## config.mk

```make
export PLATFORM = sky130hd
export DESIGN_NAME = sobel_edge_stage
export DESIGN_NICKNAME = d
export VERILOG_FILES = /design/src/rtl/sobel_edge_stage.sv
export SDC_FILE = /design/constraint.sdc
export NUM_CORES = 1
export LEC_CHECK = 0
export CAP_MARGIN = 20
export CORE_MARGIN = 3
export CORE_UTILIZATION = 55
export DETAILED_ROUTE_END_ITERATION = 16
export PLACE_DENSITY = 0.74
export SYNTH_ARGS = -nofsm -noshare
export SYNTH_HDL_FRONTEND = slang
export SYNTH_SLANG_ARGS = --single-unit
export TNS_END_PERCENT = 10
```

## constraint.sdc

```tcl
create_clock -name clk -period 8.5 [get_ports clk]
set_input_delay 1.7 -clock clk [delete_from_list [all_inputs] [get_ports clk]]
set_output_delay 1.7 -clock clk [all_outputs]
set_load 0.01 [all_outputs]
```

## src/rtl/sobel_edge_stage.sv

```systemverilog
// ============================================================================
// Module   : sobel_edge_stage
// Brief    : Streaming 3x3 Sobel |Gx|+|Gy| stage with two internal line buffers.
//            Define SOBEL_THRESHOLD_EN to emit a binary edge map instead.
// Revision : 1.0
// ============================================================================
`default_nettype none

module sobel_edge_stage #(
    parameter int COL_DEPTH    = 8,
    parameter int IMAGE_WIDTH  = 20,
    parameter int IMAGE_HEIGHT = 20,
    parameter int THRESHOLD    = 64
) (
    input  logic                            clk,
    input  logic                            reset_n,
    input  logic                            in_valid,
    output logic                            in_ready,
    input  logic                            in_sof,
    input  logic [COL_DEPTH-1:0]            in_pixel,
    output logic                            out_valid,
    input  logic                            out_ready,
    output logic [COL_DEPTH-1:0]            out_pixel,
    output logic [$clog2(IMAGE_WIDTH)-1:0]  out_x,
    output logic [$clog2(IMAGE_HEIGHT)-1:0] out_y,
    output logic                            out_eof
);

    localparam int XW = $clog2(IMAGE_WIDTH);
    localparam int YW = $clog2(IMAGE_HEIGHT);
    localparam int GW = COL_DEPTH + 3;

    localparam logic [XW-1:0] c_COL_LAST = XW'(IMAGE_WIDTH - 1);
    localparam logic [YW-1:0] c_ROW_LAST = YW'(IMAGE_HEIGHT - 1);
    localparam logic [GW-1:0] c_PIX_MAX  = GW'((1 << COL_DEPTH) - 1);

    logic [XW-1:0]        r_col;
    logic [YW-1:0]        r_row;
    logic [COL_DEPTH-1:0] r_lb0 [IMAGE_WIDTH];
    logic [COL_DEPTH-1:0] r_lb1 [IMAGE_WIDTH];
    logic [COL_DEPTH-1:0] r_win [3][3];

    logic                 r_out_valid;
    logic [COL_DEPTH-1:0] r_out_pixel;
    logic [XW-1:0]        r_out_x;
    logic [YW-1:0]        r_out_y;
    logic                 r_out_eof;

    logic                 w_xfer;
    logic                 w_gate;
    logic [XW-1:0]        w_col;
    logic [YW-1:0]        w_row;
    logic [XW-1:0]        w_col_nxt;
    logic [YW-1:0]        w_row_nxt;
    logic [COL_DEPTH-1:0] w_p [3][3];
    logic signed [GW-1:0] w_gx;
    logic signed [GW-1:0] w_gy;
    logic [GW-1:0]        w_ax;
    logic [GW-1:0]        w_ay;
    logic [GW-1:0]        w_mag;
    logic [COL_DEPTH-1:0] w_res;

    function automatic logic signed [GW-1:0] ext(input logic [COL_DEPTH-1:0] p);
        return signed'(GW'(p));
    endfunction

    assign in_ready = !r_out_valid || out_ready;
    assign w_xfer   = in_valid && in_ready;

    // in_sof forces the accepted beat to (0,0) whatever the counters hold
    assign w_col = in_sof ? '0 : r_col;
    assign w_row = in_sof ? '0 : r_row;

    assign w_col_nxt = (w_col == c_COL_LAST) ? '0 : w_col + 1'b1;
    assign w_row_nxt = (w_col != c_COL_LAST) ? w_row :
                       (w_row == c_ROW_LAST) ? '0 : w_row + 1'b1;

    assign w_gate = w_xfer && (w_row >= YW'(2)) && (w_col >= XW'(2));

    // Window as it stands after this beat: shifted left, new column on the right
    always_comb begin
        for (int i = 0; i < 3; i++) begin
            w_p[i][0] = r_win[i][1];
            w_p[i][1] = r_win[i][2];
        end
        w_p[0][2] = r_lb1[w_col];
        w_p[1][2] = r_lb0[w_col];
        w_p[2][2] = in_pixel;
    end

    assign w_gx = (ext(w_p[0][2]) + (ext(w_p[1][2]) <<< 1) + ext(w_p[2][2]))
                - (ext(w_p[0][0]) + (ext(w_p[1][0]) <<< 1) + ext(w_p[2][0]));
    assign w_gy = (ext(w_p[2][0]) + (ext(w_p[2][1]) <<< 1) + ext(w_p[2][2]))
                - (ext(w_p[0][0]) + (ext(w_p[0][1]) <<< 1) + ext(w_p[0][2]));

    assign w_ax  = w_gx[GW-1] ? -w_gx : w_gx;
    assign w_ay  = w_gy[GW-1] ? -w_gy : w_gy;
    assign w_mag = w_ax + w_ay;

`ifdef SOBEL_THRESHOLD_EN
    localparam logic [GW-1:0] c_THRESH = GW'(THRESHOLD);
    assign w_res = (w_mag >= c_THRESH) ? '1 : '0;
`else
    assign w_res = (w_mag > c_PIX_MAX) ? '1 : w_mag[COL_DEPTH-1:0];
`endif

    // Line buffers carry no reset; stale rows are never gated into an output
    always_ff @(posedge clk) begin
        if (w_xfer) begin
            r_lb1[w_col] <= r_lb0[w_col];
            r_lb0[w_col] <= in_pixel;
        end
    end

    always_ff @(posedge clk or negedge reset_n) begin
        if (!reset_n) begin
            r_col       <= '0;
            r_row       <= '0;
            r_out_valid <= 1'b0;
            r_out_pixel <= '0;
            r_out_x     <= '0;
            r_out_y     <= '0;
            r_out_eof   <= 1'b0;
            for (int i = 0; i < 3; i++) begin
                for (int j = 0; j < 3; j++) begin
                    r_win[i][j] <= '0;
                end
            end
        end else begin
            if (w_xfer) begin
                r_col <= w_col_nxt;
                r_row <= w_row_nxt;
                r_win <= w_p;
            end
            if (w_gate) begin
                r_out_valid <= 1'b1;
                r_out_pixel <= w_res;
                r_out_x     <= w_col - 1'b1;
                r_out_y     <= w_row - 1'b1;
                r_out_eof   <= (w_row == c_ROW_LAST) && (w_col == c_COL_LAST);
            end else if (out_ready) begin
                r_out_valid <= 1'b0;
            end
        end
    end

    assign out_valid = r_out_valid;
    assign out_pixel = r_out_pixel;
    assign out_x     = r_out_x;
    assign out_y     = r_out_y;
    assign out_eof   = r_out_eof;

endmodule

`default_nettype wire

```

# Word level (Yosys, flattened, before mapping)

Memories as Yosys holds them, arrays and structs flattened.
Index checks and enable logic that the tools add are counted.

Add/subtract/negate cells: 17
Order comparisons: 3
Equality and inequality tests: 3
Multiplexer cells: 12
Reduce and logical (&&, ||, !) cells: 7

Operators by type and width:

| kind                  | count |
|---|---|
| $add A10 B8 Y11       | 4 |
| $add A8 B9 Y10        | 4 |
| $mux W5               | 5 |
| $mux W11              | 2 |
| $neg A11 Y11          | 2 |
| $sub A11 B11 Y11      | 2 |
| $add A11 B11 Y11      | 1 |
| $gt A11 B8 Y1 const B | 1 |
| $add A5 B1 Y5 const B | 2 |
| $eq A5 B5 Y1 const B  | 2 |
| $ge A5 B2 Y1 const B  | 2 |
| $sub A5 B1 Y5 const B | 2 |
| $mux W8               | 1 |
| $ne A5 B5 Y1 const B  | 1 |
| $logic_and A1 B1 Y1   | 4 |
| $mux W1               | 4 |
| $reduce_bool A2 Y1    | 1 |
| $logic_not A1 Y1      | 1 |
| $logic_or A1 B1 Y1    | 1 |

Register bits: 78
Memory bits (writable): 320
Bits of input ports: 13
Output and inout port bits: 21
Logic and storage cells: 57
Memories kept: 2

Memory list:

| name  | words | width | rd ports | clocked after Yosys merged registers in | wr ports | line | source |
|---|---|---|---|---|---|---|---|
| r_lb0 | 20    | 8     | 1        | 0                                       | 1        | 39   | `logic [COL_DEPTH-1:0] r_lb0 [IMAGE_WIDTH];` |
| r_lb1 | 20    | 8     | 1        | 0                                       | 1        | 40   | `logic [COL_DEPTH-1:0] r_lb1 [IMAGE_WIDTH];` |

# Logic depth before layout (Yosys ltp)

Gate-level depths: netlist of the first run.
An unclocked memory read counts as a cell.

Depth after elaboration: 10
Mapped depth: 36
Mapped depth without buffers: 31

# Worst setup path after synthesis of the first run

Ideal clock, no wire load.

Path kind: input port to flip-flop
Start point: in in_sof
End point: reg r_out_pixel[6], in the netlist out_pixel[6]
Setup time: 0.077 ns
Data arrival time: 9.667 ns
Required time: 8.423 ns
Path slack: -1.245 ns
Stages: 29
Cells stage by stage: buf_2 or2_2 clkbuf_1 a221oi_1 a21oi_1 nor4_1 fa_1 inv_1 fa_1 fa_1 inv_1 ha_1 o21ai_0 nor2_1 o31a_1 o311a_1 o21a_1 or2_1 buf_2 mux2_1 fa_1 a211oi_1 o21ai_0 a21oi_1 a22oi_1 a21o_1 a21oi_1 xor3_2 a21oi_1

RTL lines:

| item                   | line | source |
|---|---|---|
| start: declaration     | 19   | `input logic in_sof,` |
| end signal: assignment | 137  | `r_out_pixel <= w_res;` |
| end: declaration       | 44   | `logic [COL_DEPTH-1:0] r_out_pixel;` |

==> results of run 1 <==
## worst max-delay path: cells and delay by family
family | cells | cell delay [ps]
AO/OA/AOI/OAI | 13 | 2450
XOR/XNOR | 1 | 370
adder cells (fa/ha/maj) | 5 | 2270
buffers and inverters | 5 | 680
multiplexers | 1 | 330
AND/OR/NAND/NOR | 4 | 870
## sequential cells by signal (all words and copies together), names as in the netlist
name / count
out_eof: 1
r_lb1: 160
r_row: 5
r_lb0: 160
r_col: 5
out_valid: 1
out_y: 5
out_x: 5
r_win: 48
out_pixel: 8
## final timing paths
kind / end / slack [ps]
min reg2reg: r_win[35] / 470
min in group asynchronous: out_y[0] / 1010
max reg2reg: out_pixel[1] / 830
max: out_pixel[1] / 270
min: r_win[35] / 470
max in group asynchronous: r_win[27] / 6880
## kinds of logic after synthesis
logic type	count (synthesis)	share of synthesized area (%)
and+or+nand+nor	485	11.2
DFF	398	60.9
AOI/OAI and AO/OA	287	9.93
buffers and inverters	169	3.71
adders and majority gates	107	9.54
muxes	55	3.01
xor gates and xnor gates	36	1.75
## routing by layer
metal / global-route usage [%] / vias to the layer above / part of all wire [%]
li1: - / 5922 / -
met1: 40.6 / 6646 / 39
met2: 44.5 / 795 / 46
met3: 6.63 / 142 / 12
met4: 10.7 / 0 / 4.1
met5: 0 / - / 0
## layout make-up
class | instances | area, µm²
flip-flops and latches | 398 | 11600
fillers | 2342 | 11000
multi-input cells | 970 | 7010
repair buffers | 243 | 2020
clock buffers | 48 | 1070
well taps | 448 | 561
inverters | 88 | 333
clock inverters | 27 | 225
## per-stage QoR
step,setup slack [ps],instances
detailed placement,-959,2134
global route,-4.74,2222
finish,273,2222
floorplan,3.37,1537
global placement,-744,2133
CTS,20.8,2218
## synth_stat cells, types with 11 or more instances
| library cell | instances | area [µm²] |
|---|---|---|
| nand2b_1 | 11 | 68.8 |
| o22ai_1 | 21 | 131 |
| nor3_1 | 21 | 105 |
| nor2b_1 | 48 | 300 |
| dfrtp_1 | 78 | 1950 |
| fa_1 | 63 | 1260 |
| nor2_1 | 72 | 270 |
| nand3_1 | 26 | 130 |
| mux2i_1 | 38 | 380 |
| edfxtp_1 | 320 | 9610 |
| inv_1 | 87 | 327 |
| mux2_2 | 16 | 180 |
| xnor2_1 | 26 | 228 |
| a21oi_1 | 52 | 260 |
| o21ai_0 | 55 | 275 |
| nand2_1 | 278 | 1040 |
| clkbuf_1 | 34 | 128 |
| a211oi_1 | 48 | 360 |
| ha_1 | 44 | 551 |
| a31oi_1 | 36 | 225 |
| buf_2 | 33 | 165 |
## repair_timing
action / CTS / global route
buffers inserted: 9 / 3
setup endpoints to repair: 8 / 8
resized for setup: 8 / 29
pin swaps: 1 / 11
==> impl_results.md, run 1 <==
- Status: completed
- Drt total wl: 51900 µm
- CTS Hold Buffers Added: 0
- H-tree levels: 2
- Post-layout instance area: 22800 µm²
- IO Pins: 34
- DRT iter0 DRCs: 1545
- CP startpoint kind: input pin
- EDFF count, synth: 320
- Die Wd: 192 µm
- Site row count: 67
- #FFs+latches synth: 398
- Fin. Hold Viols: 0
- Final #Nets: 1863
- Seq/Total Area, Yosys: 60.9%
- Global-route wire length before repair: 79300 µm
- Worst hold stages: 2
- Layout area overhead: 20.0%
- Critical Path Sink Type: flop
- Placed cell areas: 21300 µm²
- Maxcap violations: 0
- Crit-path slowest cell: fa_1
- Clock transition at path regs: 60 ps
- Mapped Cells: 1537
- Commonest non-fill, non-tap cell in the layout: edfxtp_1
- R2r startpoint: r_col[0]
- Gr ovfl total: 0
- Setup crit start: in_sof
- Layout cell share with drive strength beyond 1: 20.4%
- Setup violators final: 0
- Post-Syn Area: 19000 µm²
- Crit path arrival time: 8700 ps
- Netlist cell types: 64
- Cts bufs inserted: 42
- Worst hold start: r_win[27]
- Initial antenna violation count: 0
- Setup TNS: 0 ps
- Drt first pass iters: 7
- Die area: 36800 µm²
- Vias: 13500
- Final core occ: 67.5%
- Yosys warns: 0
- RD Place Congestion: 0.932
- Worst-path maximum fanout: 14
- Slew HR: 35.3%
- Vias in the first global route: 13400
- CTS Sinks: 398
- PortBufs: 33
- CTS Root Cell: clkbuf_16
- WP data required: 8970 ps
- Largest stage delay, worst path: 600 ps
- Starting Density: 56.2%
- Routed Antenna Nets: 0
- Most frequent cells in the layout: edfxtp_1 (320), nand2_1 (277), buf_4 (200)
- Antenna cells: 0
- Mapped Nets: 1657
- Leading register cell type out of synthesis: edfxtp_1
- WS Path Type: in2reg
- WHS: 470 ps
- GR Util All Layers: 28.9%
- Clock Skew: 17.6 ps
- Ys async rst share: 19.6%
- Clock Latency Late Sink: 550 ps
- Deepest clock path buffer count: 3
- DRC: 0
- CTS tree: done
- WL per Instance: 23.4 µm
- Worst-Margin Slew: 968 ps
- Period utilization: 96.8%
- Detail-routed via count per cell: 6.08
- Core area: 33800 µm²
- Tmin final: 8230 ps
- Reg2Reg Depth: 29
- Achievable Freq: 0.122 GHz
- Chip Height: 192 µm
- Slew Limit Fails: 0
- Hpwl dp: 34500 µm
- Syn avg cell area: 12.4 µm²
- Pin count of the biggest net entering global routing: 79
- HP Class: reg2reg
Power of run 1 is not shown: default switching activity piles up to over one toggle a cycle in this logic, so the estimate is an artifact.
==> run 2, diff against run 1 <==
Settings changed: CTS_BUF_LIST set to sky130_fd_sc_hd__clkbuf_4.
==> run 2 against run 1 <==
- count of clock-buffer cells in the layout rose by 99
- critical endpoint unchanged
- die area unchanged
- routed wire length down 0.99%
- sequential cell count stayed put
==> impl_results.md, run 2 (synthesis results as in run 1) <==
- Fin. Hold Viols: 0
- DRT iter0 DRCs: 1595
- Final-layout fill cell count: 2434
- IO Pins: 34
- Status: completed
- Setup violators final: 0
- RD Place Congestion: 0.932
- CTS Hold Buffers Added: 0
- CTS Sinks: 398
- Final #Nets: 1910
- Unrepaired setup endpoints after global routing: no
- Routed Antenna Nets: 0
- Deepest clock path buffer count: 3
- Layout area overhead: 18.8%
- CP startpoint kind: input pin
- WL per Instance: 22.2 µm
- Most frequent cell on the critical path: fa_1
- Slew HR: 35.4%
- Drt first pass iters: 6
- Vias: 13700
- Pin count of the biggest net entering global routing: 79
- Die Wd: 192 µm
- Largest stage delay, worst path: 550 ps
- Die area: 36800 µm²
- Period utilization: 95.6%
- Most frequent cells in the layout: edfxtp_1 (320), nand2_1 (277), buf_4 (191)
- Layout cell share with drive strength beyond 1: 23.1%
- H-tree levels: 3
- Clock Skew: 65.0 ps
- Worst-path maximum fanout: 9
- CP top delay family: compound AO/OA/AOI/OAI gates
- Critical path buffers and inverters: 4
- Maxcap violations: 0
- CTS Root Cell: clkbuf_4
- GR Util All Layers: 28.9%
- WHS: 464 ps
- WS Path Type: in2reg
- Achievable Freq: 0.123 GHz
- PortBufs: 33
- Tmin final: 8130 ps
- CTS tree: done
- HP Class: reg2reg
- Clock transition at path regs: 70 ps
- Hpwl dp: 34500 µm
- Core area: 33800 µm²
- Drt total wl: 51400 µm
- Commonest non-fill, non-tap cell in the layout: edfxtp_1
- Critical Path Sink Type: flop
- Crit path arrival time: 8800 ps
- Vias in the first global route: 13800
- Chip Height: 192 µm
- Worst-Margin Slew: 966 ps
- Starting Density: 56.2%
- Global-route wire length before repair: 79200 µm
- DRC: 0
- Cts bufs inserted: 100
- Initial antenna violation count: 1
- Gr ovfl total: 0
- Clock Latency Late Sink: 790 ps
- WP data required: 9170 ps
- Top flop regs: r_lb0 x160, r_lb1 x160, r_win x48
- Slew Limit Fails: 0
- Detail-routed via count per cell: 5.93
- Site row count: 67
- Crit-path slowest cell: or4_4
-- run 2: changes by cell type in the layout (fill, tap and decap cells not counted), moves of 4 or more --
cell and delta:
clkbuf_4 +147, clkbuf_16 -42, clkinv_1 +14, buf_4 -9, clkinv_2 -9, clkbuf_1 -6
a21oi_1 +4
-- run 2: routing by layer --
layer / vias up / track usage, % / share of wire, % / wire (µm)
li1: 6077 / - / - / -
met1: 6646 / 40.4 / 40 / 20300
met2: 848 / 44.2 / 45 / 23400
met3: 145 / 6.53 / 11 / 5800
met4: 0 / 12.0 / 3.7 / 1900
met5: - / 0 / 0 / 0
-- run 2: repair_timing --
| item | 4_1_cts | 5_1_grt |
|---|---|---|
| setup endpoints to repair | 8 | 8 |
| gates resized for setup | 5 | 11 |
| pin swaps | 0 | 1 |
| buffers inserted | 0 | 1 |
-- run 2: final cells by class --
type                            instances  area, µm²  share of cell area [%]
Sequential cell                       398      11600                    51.3
Multi-Input combinational cell        970       6950                    30.8
Timing Repair Buffer                  232       1930                    8.56
Clock buffer                          147       1100                    4.89
Tap cell                              448        561                    2.48
Inverter                               88        332                    1.47
Clock inverter                         28        121                   0.538
Antenna cell                            1       2.50                  0.0111
-- run 2: path summary, 6_finish.rpt --
check | start | endpoint | slack (ps) | cells past startpoint
worst max register to register | r_col[0] | out_pixel[1] | 780 | 25
worst min register to register | r_win[27] | r_win[35] | 460 | 2
worst min-delay path | r_win[27] | r_win[35] | 460 | 2
min in group asynchronous | reset_n | out_x[3] | 830 | 1
max in group asynchronous | reset_n | r_win[14] | 7030 | 2
worst max-delay path | in_sof | out_pixel[1] | 370 | 29
-- run 2: tightest hold or removal path, stage by stage, from the launching register on --
cell and delay [ps]:
dfrtp_1 340, nand2_1 50, nand2_1 50
-- run 2: through the flow --
step	TNS (ps)	std cells	util (%)	setup WS (ps)	cell area, µm²
2_1_floorplan	0	1537	-	3.37	19100
3_3_place_gp	-5820	2133	62.9	-744	21200
3_5_place_dp	-7400	2134	62.9	-959	21300
4_1_cts	0	2309	66.6	188	22500
5_1_grt	0	2312	66.8	82.4	22600
6_report	0	2312	66.8	372	22600
Power of run 2 is left out for the same reason.
